===== src/rtl/vga_sync_gen.sv =====
`default_nettype none
// ============================================================================
// Module   : vga_sync_gen
// Purpose  : Pixel/line counters with registered sync, active-video and
//            line/frame pulses, all aligned to the same (x_px, y_px).
// Revision : 1.0 - initial release
// ============================================================================
module vga_sync_gen #(
    parameter int H_VISIBLE = 640,
    parameter int H_FRONT   = 16,
    parameter int H_SYNC    = 96,
    parameter int H_BACK    = 48,
    parameter int V_VISIBLE = 480,
    parameter int V_FRONT   = 10,
    parameter int V_SYNC    = 2,
    parameter int V_BACK    = 33,
    parameter bit SYNC_POL  = 1'b0
) (
    input  logic       clk,
    input  logic       reset,
    input  logic       px_en,
    output logic [9:0] x_px,
    output logic [9:0] y_px,
    output logic       activevideo,
    output logic       hsync,
    output logic       vsync,
    output logic       line_end,
    output logic       frame_end,
    output logic [7:0] frame_count
);

    localparam int H_TOTAL = H_VISIBLE + H_FRONT + H_SYNC + H_BACK;
    localparam int V_TOTAL = V_VISIBLE + V_FRONT + V_SYNC + V_BACK;

    localparam logic [9:0] c_h_last     = 10'(H_TOTAL - 1);
    localparam logic [9:0] c_v_last     = 10'(V_TOTAL - 1);
    localparam logic [9:0] c_h_vis      = 10'(H_VISIBLE);
    localparam logic [9:0] c_v_vis      = 10'(V_VISIBLE);
    localparam logic [9:0] c_hs_start   = 10'(H_VISIBLE + H_FRONT);
    localparam logic [9:0] c_hs_end     = 10'(H_VISIBLE + H_FRONT + H_SYNC);
    localparam logic [9:0] c_vs_start   = 10'(V_VISIBLE + V_FRONT);
    localparam logic [9:0] c_vs_end     = 10'(V_VISIBLE + V_FRONT + V_SYNC);

    logic [9:0] x_q, x_d;
    logic [9:0] y_q, y_d;
    logic       active_q, active_d;
    logic       hsync_q, hsync_d;
    logic       vsync_q, vsync_d;
    logic       line_end_q, line_end_d;
    logic       frame_end_q, frame_end_d;
    logic [7:0] frame_count_q, frame_count_d;

    logic       w_x_wrap;
    logic       w_y_wrap;

    assign w_x_wrap = (x_q == c_h_last);
    assign w_y_wrap = (y_q == c_v_last);

    // Decode flags from the next position so every registered output
    // describes the same coordinate as the registered counters.
    always_comb begin
        x_d           = w_x_wrap ? 10'd0 : x_q + 10'd1;
        y_d           = y_q;
        frame_count_d = frame_count_q;
        if (w_x_wrap) begin
            y_d = w_y_wrap ? 10'd0 : y_q + 10'd1;
            if (w_y_wrap) begin
                frame_count_d = frame_count_q + 8'd1;
            end
        end
        active_d    = (x_d < c_h_vis) && (y_d < c_v_vis);
        hsync_d     = ((x_d >= c_hs_start) && (x_d < c_hs_end)) ? SYNC_POL : ~SYNC_POL;
        vsync_d     = ((y_d >= c_vs_start) && (y_d < c_vs_end)) ? SYNC_POL : ~SYNC_POL;
        line_end_d  = (x_d == c_h_last);
        frame_end_d = (x_d == c_h_last) && (y_d == c_v_last);
    end

    always_ff @(posedge clk or posedge reset) begin
        if (reset) begin
            x_q           <= 10'd0;
            y_q           <= 10'd0;
            active_q      <= 1'b1;
            hsync_q       <= ~SYNC_POL;
            vsync_q       <= ~SYNC_POL;
            line_end_q    <= 1'b0;
            frame_end_q   <= 1'b0;
            frame_count_q <= 8'd0;
        end else if (px_en) begin
            x_q           <= x_d;
            y_q           <= y_d;
            active_q      <= active_d;
            hsync_q       <= hsync_d;
            vsync_q       <= vsync_d;
            line_end_q    <= line_end_d;
            frame_end_q   <= frame_end_d;
            frame_count_q <= frame_count_d;
        end
    end

    assign x_px        = x_q;
    assign y_px        = y_q;
    assign activevideo = active_q;
    assign hsync       = hsync_q;
    assign vsync       = vsync_q;
    assign line_end    = line_end_q;
    assign frame_end   = frame_end_q;
    assign frame_count = frame_count_q;

endmodule
`default_nettype wire


===== config.mk =====
export PLATFORM = sky130hd
export DESIGN_NAME = vga_sync_gen
export DESIGN_NICKNAME = d
export VERILOG_FILES = /design/src/rtl/vga_sync_gen.sv
export SDC_FILE = /design/constraint.sdc
export NUM_CORES = 1
export LEC_CHECK = 0
export ABC_AREA = 1
export CAP_MARGIN = 20
export CELL_PAD_IN_SITES_DETAIL_PLACEMENT = 0
export CELL_PAD_IN_SITES_GLOBAL_PLACEMENT = 1
export CORE_ASPECT_RATIO = 1.5
export CORE_MARGIN = 10
export CORE_UTILIZATION = 51
export CTS_BUF_LIST = sky130_fd_sc_hd__clkbuf_4
export DETAILED_ROUTE_END_ITERATION = 10
export DONT_BUFFER_PORTS = 1
export GPL_ROUTABILITY_DRIVEN = 0
export HOLD_SLACK_MARGIN = 0.02
export MAX_ROUTING_LAYER = met4
export PLACE_DENSITY_LB_ADDON = 0.1
export SLEW_MARGIN = 20
export SYNTH_ARGS = -nofsm -noshare
export SYNTH_HDL_FRONTEND = slang
export SYNTH_SLANG_ARGS = --single-unit

===== constraint.sdc =====
create_clock -name clk -period 4.25 [get_ports clk]
set_input_delay 0.6375 -clock clk [delete_from_list [all_inputs] [get_ports clk]]
set_output_delay 0.6375 -clock clk [all_outputs]
set_load 0.02 [all_outputs]

==> results of run 1 <==
-- layer usage --
layer / vias to the layer above / track usage [%]
met2: 40 / 25.1
met3: 7 / 4.05
met4: 0 / 5.98
li1: 938 / -
met1: 845 / 16.8
met5: - / -
-- cells in the final DEF, fill, tap and decap left out, drive strengths merged --
master	count
nand3	27
inv	33
dfstp	3
a21oi	6
xnor2	2
nor2	36
nor4	1
buf	2
nand3b	3
o21ai	26
clkbuf	6
o211ai	1
bufinv	1
xor2	5
dfrtp	30
o21bai	1
nand4	11
nand2	88
ha	5
clkinv	2
nor3	1
o21a	1
-- sequential cells by signal (all words and copies together), names as in the netlist --
signal       cells
hsync            1
activevideo      1
line_end         1
x_px            10
y_px            10
frame_count      8
frame_end        1
vsync            1
-- cells by family (layout without fill, tap and decap cells) --
family	count (synthesis)	in the layout	share of synthesized area, %
fa+ha+maj	5	5	3.00
xor+xnor	7	7	2.94
flops	33	33	39.7
compound gates	35	35	9.29
simple gates	167	167	36.9
buf+inv	40	44	8.09
-- layout make-up --
class	count	area [um2]
Clock buffer	6	45.0
Clock inverter	2	33.8
Fill cell	413	1760
Inverter	34	128
Multi-Input combinational cell	214	1090
Sequential cell	33	830
Tap cell	45	56.3
Timing Repair Buffer	2	15.0
-- worst paths after layout --
check | end | start | cells after the start
setup / recovery | frame_count[5]$_DFFE_PP0P_ | x_px[1]$_DFFE_PP0P_ | 10
hold / removal | frame_count[3]$_DFFE_PP0P_ | reset | 2
setup reg to reg | frame_count[5]$_DFFE_PP0P_ | x_px[1]$_DFFE_PP0P_ | 10
hold reg to reg | activevideo$_DFFE_PP1P_ | activevideo$_DFFE_PP1P_ | 2
max in group asynchronous | hsync$_DFFE_PP1P_ | reset | 2
min in group clk | vsync$_DFFE_PP1P_ | px_en | 2
-- worst reg2reg max path, delay by kind of cell, from the launching register on --
kind,cells,cell delay (ns)
AND/OR/NAND/NOR,7,1.39
buffers and inverters,1,0.07
XOR/XNOR,1,0.15
flip-flops,1,0.56
adder cells (fa/ha/maj),1,0.27
-- power breakdown --
group / total (uW) / internal [uW] / switching (uW)
sequential: 485 / 357 / 128
clock: 236 / 129 / 107
combinational: 198 / 69.5 / 128
total: 919 / 556 / 363
-- through the flow --
step	area, um2	worst slack, ns	power [uW]
2_1_floorplan	2090	2.33	632
3_3_place_gp	2120	1.80	694
3_5_place_dp	2120	1.75	693
4_1_cts	2200	1.72	932
5_1_grt	2200	1.46	988
6_report	2200	1.75	919
==> impl_metrics.tcl, run 1 <==
set metrics [dict create \
    outcome "completed" \
    placementRows 28 \
    p_leak_uw 0.00107 \
    grt_pass1_vias 1822 \
    ys_top_cells_by_count "84 x nand2_1, 32 x inv_1, 30 x dfrtp_1, 29 x nor2_1" \
    crit_path_max_fanout 21 \
    synthArstFlopShare_pct 100 \
    tns_ns 0 \
    insertion_delay_ns 0.33 \
    hpwl_mm 3.78 \
    cts.sinks 33 \
    fin_crit_ns 2.50 \
    ctsLongestPathBuffers 2 \
    cpPeakStageDelay_ns 0.56 \
    path_common_cell "nor2_4" \
    chipHeight_um 98.3 \
    drtIter0Drc 118 \
    start_util_pct 52.7 \
    drive_gt1_share_pct 11.0 \
    hold_slack_ns 0.269 \
    synth_seq_cells 33 \
    rrSetupSlack_ns 1.75 \
    seq_area_frac_synth_pct 39.7 \
    rsz0062_at_grt "false" \
    dr.max_layer_used "met4" \
    drv_cap 0 \
    cts_hold_buf 0 \
    cts_setup_buffers 0 \
    crit_required_ns 4.52 \
    via_per_inst 5.45 \
    hold_class "input port to asynchronous set/reset pin" \
    powerDensity_mw_per_mm2 418 \
    grt_start_max_net_pins 34 \
    synthCells 287 \
    insertedDiodeCount 0 \
    antenna_found_initial 0 \
    ios 36 \
    dr.pass1.iters 4 \
    syn_area_per_cell_um2 7.27 \
    synthDistinctLibCells 31 \
    dp_cells 328 \
    synth_area_leaders "dfrtp_1 36%, nand2_1 15%, nand3_1 5.8%" \
    slowest_stage "dfrtp_1" \
    peakVddDrop_mv 0.248 \
    wl_per_cell_um 14.9 \
    worstMarginPinSlew_ns 0.550 \
    fin_cells 336 \
    postLayoutCoreUtil_pct 55.5 \
    drc_errors 0 \
    root_buffer "clkbuf_4" \
    ys.flop_type "dfrtp_1" \
    ant_nets 0 \
    netlist_area_mm2 0.00209 \
    max-slew-margin-rel_pct 63.2 \
    critPathBufInv 1 \
    drt-total-wl_mm 4.99 \
    wl_met2_mm 2.59 \
    path_cells "ha_1, nand2_2, nor2_4, inv_2, nor2_4, nand3_2, nor2_4, nand3_1, nor2_1, xor2_1" \
    core_region_area_mm2 0.00396 \
    netlist.area_leader.share_pct 36.0 \
    finalMaxSlewViolations 0 \
    cp-end-kind "flip-flop" \
    cp-start-kind "flip-flop" \
    arrival_ns 2.77 \
    route.met3.wl_um 336 \
    io_buffers 0 \
    post-route-period-util_pct 58.8 \
    via_count 1830 \
    synth_edf_count 0 \
    fmax_ghz 0.400 \
    syn-num-nets 295 \
    cts_tree "done" \
    cts_buffers 5 \
    grt_usage_pct 15.2 \
    worstSetupPathType "flip-flop to flip-flop" \
    synth_warnings 0 \
    grt_pass1_wl_mm 8.64 \
    final_net_count 298 \
    grt.overflow.total 0 \
    finalSetupViolCount 0 \
    yosys.area.top_type "dfrtp_1" \
    path_delay_family "simple AND/OR/NAND/NOR gates" \
    cts-htree-levels 2 \
    yosysMostFrequentCell "nand2_1" \
    wl_met1_mm 1.99 \
    cts.repair.resized 0 \
    die_w_um 72.2 \
    dieArea_mm2 0.00710 \
    final-hold-violation-count 0 \
    clk_pin_slew_ns 0.10 \
    area_growth_pct 5.22 \
    skew_ns 0.00737 \
]
(Power assumes the default switching activity.)
==> run 2, diff against run 1 <==
- CORE_UTILIZATION: 51 -> 43
- clock period: 4.25 -> 2 ns (I/O delays scaled with it)
==> impl_metrics.tcl, run 2 (synthesis gave the netlist of run 1 again) <==
set metrics [dict create \
    io_buffers 0 \
    clk_pin_slew_ns 0.10 \
    final_common_cell "nand2_1" \
    cp-end-kind "flip-flop" \
    cts-htree-levels 2 \
    grt.overflow.total 0 \
    worstSetupPathType "flip-flop to flip-flop" \
    nFillCells 509 \
    fmax_ghz 0.550 \
    cpPeakStageDelay_ns 0.40 \
    via_count 1919 \
    fin_cells 390 \
    post-route-period-util_pct 90.9 \
    drv_cap 0 \
    insertedDiodeCount 0 \
    root_buffer "clkbuf_4" \
    chipHeight_um 105 \
    critPathBufInv 1 \
    postLayoutCoreUtil_pct 53.0 \
    die_w_um 76.9 \
    dieArea_mm2 0.00810 \
    drt-total-wl_mm 5.47 \
    via_per_inst 4.92 \
    antenna_found_initial 0 \
    crit_path_max_fanout 4 \
    multiInputGateArea_mm2 0.00115 \
    cp_num_cells 13 \
    tns_ns 0 \
    cts_buffers 5 \
    dp_cells 375 \
    path_common_cell "nand2_1" \
    dp_slack_ns 0.0415 \
    core_region_area_mm2 0.00477 \
    outcome "completed" \
    grt_start_max_net_pins 26 \
    grt_pass1_wl_mm 9.25 \
    insertion_delay_ns 0.34 \
    final_net_count 331 \
    drive_gt1_share_pct 23.8 \
    cp-start-kind "flip-flop" \
    cts_tree "done" \
    hold_class "input port to flip-flop" \
    max-slew-margin-rel_pct 54.3 \
    grt_pass1_vias 1883 \
    cts.sinks 33 \
    finalMaxSlewViolations 0 \
    area_growth_pct 21.2 \
    placementRows 31 \
    worstMarginPinSlew_ns 0.685 \
    final_cell_mix "81 x nand2_1, 31 x inv_1, 31 x buf_4" \
    setup_slack_ns 0.183 \
    drc_errors 0 \
    finalSetupViolCount 0 \
    fin_crit_ns 1.82 \
    regArea_um2 830 \
    peakVddDrop_mv 0.531 \
    placed_area_mm2 0.00235 \
    hpwl_mm 4.33 \
    path_cells "ha_2, inv_1, nor2_4, nand2_1, nor2_1, nand2_2, nor2_2, nor2_2, nor2_1, nand2_1, nor2_2, nand2_1, nand2_1" \
    drtIter0Drc 88 \
    grt_usage_pct 14.3 \
    ant_nets 0 \
    wl_per_cell_um 14.0 \
    final-hold-violation-count 0 \
    reg2regPathDepth 13 \
    ctsLongestPathBuffers 2 \
    rsz0062_at_grt "true" \
    path_delay_family "simple AND/OR/NAND/NOR gates" \
    powerDensity_mw_per_mm2 793 \
    ios 36 \
    start_util_pct 43.7 \
    crit_required_ns 2.28 \
    p_leak_uw 0.00126 \
    arrival_ns 2.10 \
    skew_ns 0.00719 \
    slowest_stage "dfrtp_1" \
    final_area_mm2 0.00253 \
    min_path_cells 2 \
    dr.pass1.iters 5 \
]
## run 2: cell type report
cell class / instances / share of cell area, %
clock inverters: 2 / 0.445
repair buffers: 35 / 11.3
flip-flops and latches: 33 / 32.8
inverters: 34 / 5.05
clock buffers: 6 / 1.78
well taps: 66 / 3.27
multi-input cells: 214 / 45.4
## run 2: metrics by stage
| stage | hold slack [ns] | power, uW |
|---|---|---|
| final | 0.0492 | 2000 |
| after global routing | 0.0397 | 2170 |
| after CTS | 0.0362 | 2010 |
| after detailed placement | 0.329 | 1620 |
| after global placement | 0.323 | 1620 |
| after floorplan | 0.427 | 1340 |
## run 2: power breakdown
part	internal, uW	switching [uW]	leakage [uW]
clock	147	231	0.0000293
sequential	762	74.0	0.000416
combinational	278	512	0.000814
total	1190	818	0.00126
## run 2: worst paths after layout
| path | start | end | slack (ns) |
|---|---|---|---|
| worst max-delay path | y_px[0]$_DFFE_PP0P_ | frame_end$_DFFE_PP0P_ | 0.18 |
| worst min-delay path | px_en | vsync$_DFFE_PP1P_ | 0.05 |
| worst max register to register | y_px[0]$_DFFE_PP0P_ | frame_end$_DFFE_PP0P_ | 0.18 |
| worst min register to register | activevideo$_DFFE_PP1P_ | activevideo$_DFFE_PP1P_ | 0.53 |
| max in group asynchronous | reset | y_px[4]$_DFFE_PP0P_ | 0.97 |
| min in group asynchronous | reset | x_px[6]$_DFFE_PP0P_ | 0.49 |
## run 2: what timing repair did
action                                  in CTS  in global routing
gates resized for setup                      0                 19
buffers inserted                             0                  5
hold buffers                                 1                  0
endpoints found under the setup margin       0                  7
endpoints found under the hold margin       12                  0
## run 2: layer usage
layer	share of wire, %	routed length (um)	global-route usage (%)
met4	2.0	108	5.33
met2	54	2970	25.5
met5	0	0	-
met3	5.3	291	3.83
met1	38	2100	14.7
## run 2: worst register-to-register path: cells and delay by family (launching register included)
family / cells / cell delay (ns)
and+or+nand+nor: 11 / 1.06
adders and majority gates: 1 / 0.23
buffers and inverters: 1 / 0.08
DFF: 1 / 0.40
==> run 3, diff against run 2 <==
- CORE_ASPECT_RATIO: 1.5 -> default
==> impl_metrics.tcl, run 3 (synthesis gave the netlist of run 1 again) <==
set metrics [dict create \
    outcome "completed" \
    tns_ns 0 \
    rrSetupSlack_ns 0.08 \
    p_sw_share_pct 41.7 \
    comb_power_share_pct 38.9 \
    dieArea_mm2 0.00804 \
    max-slew-margin-rel_pct 71.2 \
    ant_nets 0 \
    insertedDiodeCount 0 \
    clk_pin_slew_ns 0.11 \
    fmax_ghz 0.522 \
    cp-end-kind "flip-flop" \
    dr.pass1.iters 4 \
    final-hold-violation-count 0 \
    arrival_ns 2.20 \
    cts_buffers 5 \
    crit_path_end "frame_end$_DFFE_PP0P_" \
    core_region_area_mm2 0.00472 \
    placementRows 25 \
    p_leak_uw 0.00127 \
    grt_usage_pct 14.8 \
    final_net_count 335 \
    cts_tree "done" \
    drv_cap 0 \
    r2r-start "x_px[1]$_DFFE_PP0P_" \
    clock_power_share_pct 18.8 \
    final_area_mm2 0.00259 \
    final_cell_mix "83 x nand2_1, 35 x buf_4, 32 x inv_1" \
    via_per_inst 5.01 \
    drt-total-wl_mm 5.61 \
    path_common_cell "nand2_1" \
    worstSetupPathType "flip-flop to flip-flop" \
    cpPeakStageDelay_ns 0.41 \
    hold_slack_ns 0.0463 \
    slowest_stage "dfrtp_1" \
    p_switching_uw 839 \
    cts.sinks 33 \
    grt_pass1_vias 1844 \
    crit_path_max_fanout 6 \
    p_seq_share_pct 42.3 \
    ios 36 \
    start_util_pct 44.2 \
    p_int_uw 1170 \
    area_growth_pct 24.2 \
    crit_required_ns 2.28 \
    insertion_delay_ns 0.34 \
    peakVddDrop_mv 0.433 \
    hpwl_mm 4.11 \
    finalMaxSlewViolations 0 \
    drive_gt1_share_pct 24.4 \
    grt.overflow.total 0 \
    finalSetupViolCount 0 \
    drtIter0Drc 80 \
    crit_start "x_px[1]$_DFFE_PP0P_" \
    final_common_cell "nand2_1" \
    cp-start-kind "flip-flop" \
    powerDensity_mw_per_mm2 776 \
    path_cells "ha_4, nand2_4, nor2_4, inv_2, nor2_4, buf_12, nand2_2, nand2_1, nand2_1, nor2_2, nand2_1, nor2_2, nand2_1, nand2_1" \
    fin_crit_ns 1.92 \
    wl_per_cell_um 14.2 \
    root_buffer "clkbuf_4" \
    io_buffers 0 \
    worstMarginPinSlew_ns 0.431 \
    chipHeight_um 89.7 \
    cts-htree-levels 2 \
    post-route-period-util_pct 95.8 \
    via_count 1979 \
    ctsLongestPathBuffers 2 \
    hold_class "input port to flip-flop" \
    placed_area_mm2 0.00237 \
    timing.rr.end "frame_end$_DFFE_PP0P_" \
    die_w_um 89.7 \
    grt_pass1_wl_mm 9.00 \
    grt_start_max_net_pins 34 \
    reg2regPathDepth 14 \
    antenna_found_initial 0 \
    skew_ns 0.00627 \
    drc_errors 0 \
    nFillCells 471 \
]
[run 3: area by class of cell]
type / instances / area, um2 / share of cell area [%]
timing repair buffer: 39 / 343 / 13.2
clock inverter: 3 / 17.5 / 0.676
tap: 67 / 83.8 / 3.23
inverter: 34 / 128 / 4.92
multi-input combinational: 214 / 1150 / 44.5
clock buffer: 5 / 37.5 / 1.45
sequential: 33 / 830 / 32.0
[run 3: critical path: cells and delay by family, from the launching register on]
family | cells | cell delay (ns)
flops | 1 | 0.41
simple gates | 11 | 1.06
fa+ha+maj | 1 | 0.17
buf+inv | 2 | 0.23
[run 3: how the worst min path moves through the flow]
stage,start,to,slack [ns],depth (start not counted)
4_1_cts,px_en,vsync$_DFFE_PP1P_,0.03,2
6_report,px_en,vsync$_DFFE_PP1P_,0.05,2
2_1_floorplan,reset,frame_count[0]$_DFFE_PP0P_,0.43,1
3_5_place_dp,reset,frame_count[3]$_DFFE_PP0P_,0.32,2
3_3_place_gp,reset,frame_count[2]$_DFFE_PP0P_,0.31,2
5_1_grt,px_en,vsync$_DFFE_PP1P_,0.03,2
[run 3: repair_timing]
item	in CTS	in global routing
endpoints found under the setup margin	0	7
hold buffers	1	0
gates resized for setup	0	16
setup buffers	0	5
hold endpoints to repair	30	0
[run 3: through the flow]
step                      worst slack (ns)  total power (uW)  instances  util (%)
after global routing               -0.0502              2180        395      54.9
final                               0.0836              2010        395      54.9
after CTS                           0.0514              2000        388      51.7
after floorplan                     0.0847              1340        287         -
after detailed placement            0.0706              1620        379      50.3
after global placement              0.0656              1620        379      50.3
[run 3: power groups by stage]
stage	logic, uW	registers [uW]	clock network [uW]
after floorplan	348	994	0
after global placement	773	852	0
after detailed placement	764	857	0
after CTS	767	844	390
after global routing	893	867	423
final	784	851	378
[run 3: routing by layer]
| metal | wire, um | vias up | GRT usage (%) |
|---|---|---|---|
| met2 | 2690 | 37 | 23.6 |
| li1 | - | 1012 | - |
| met3 | 383 | 5 | 4.24 |
| met5 | 0 | - | - |
| met1 | 2490 | 925 | 18.0 |
| met4 | 53 | 0 | 3.61 |
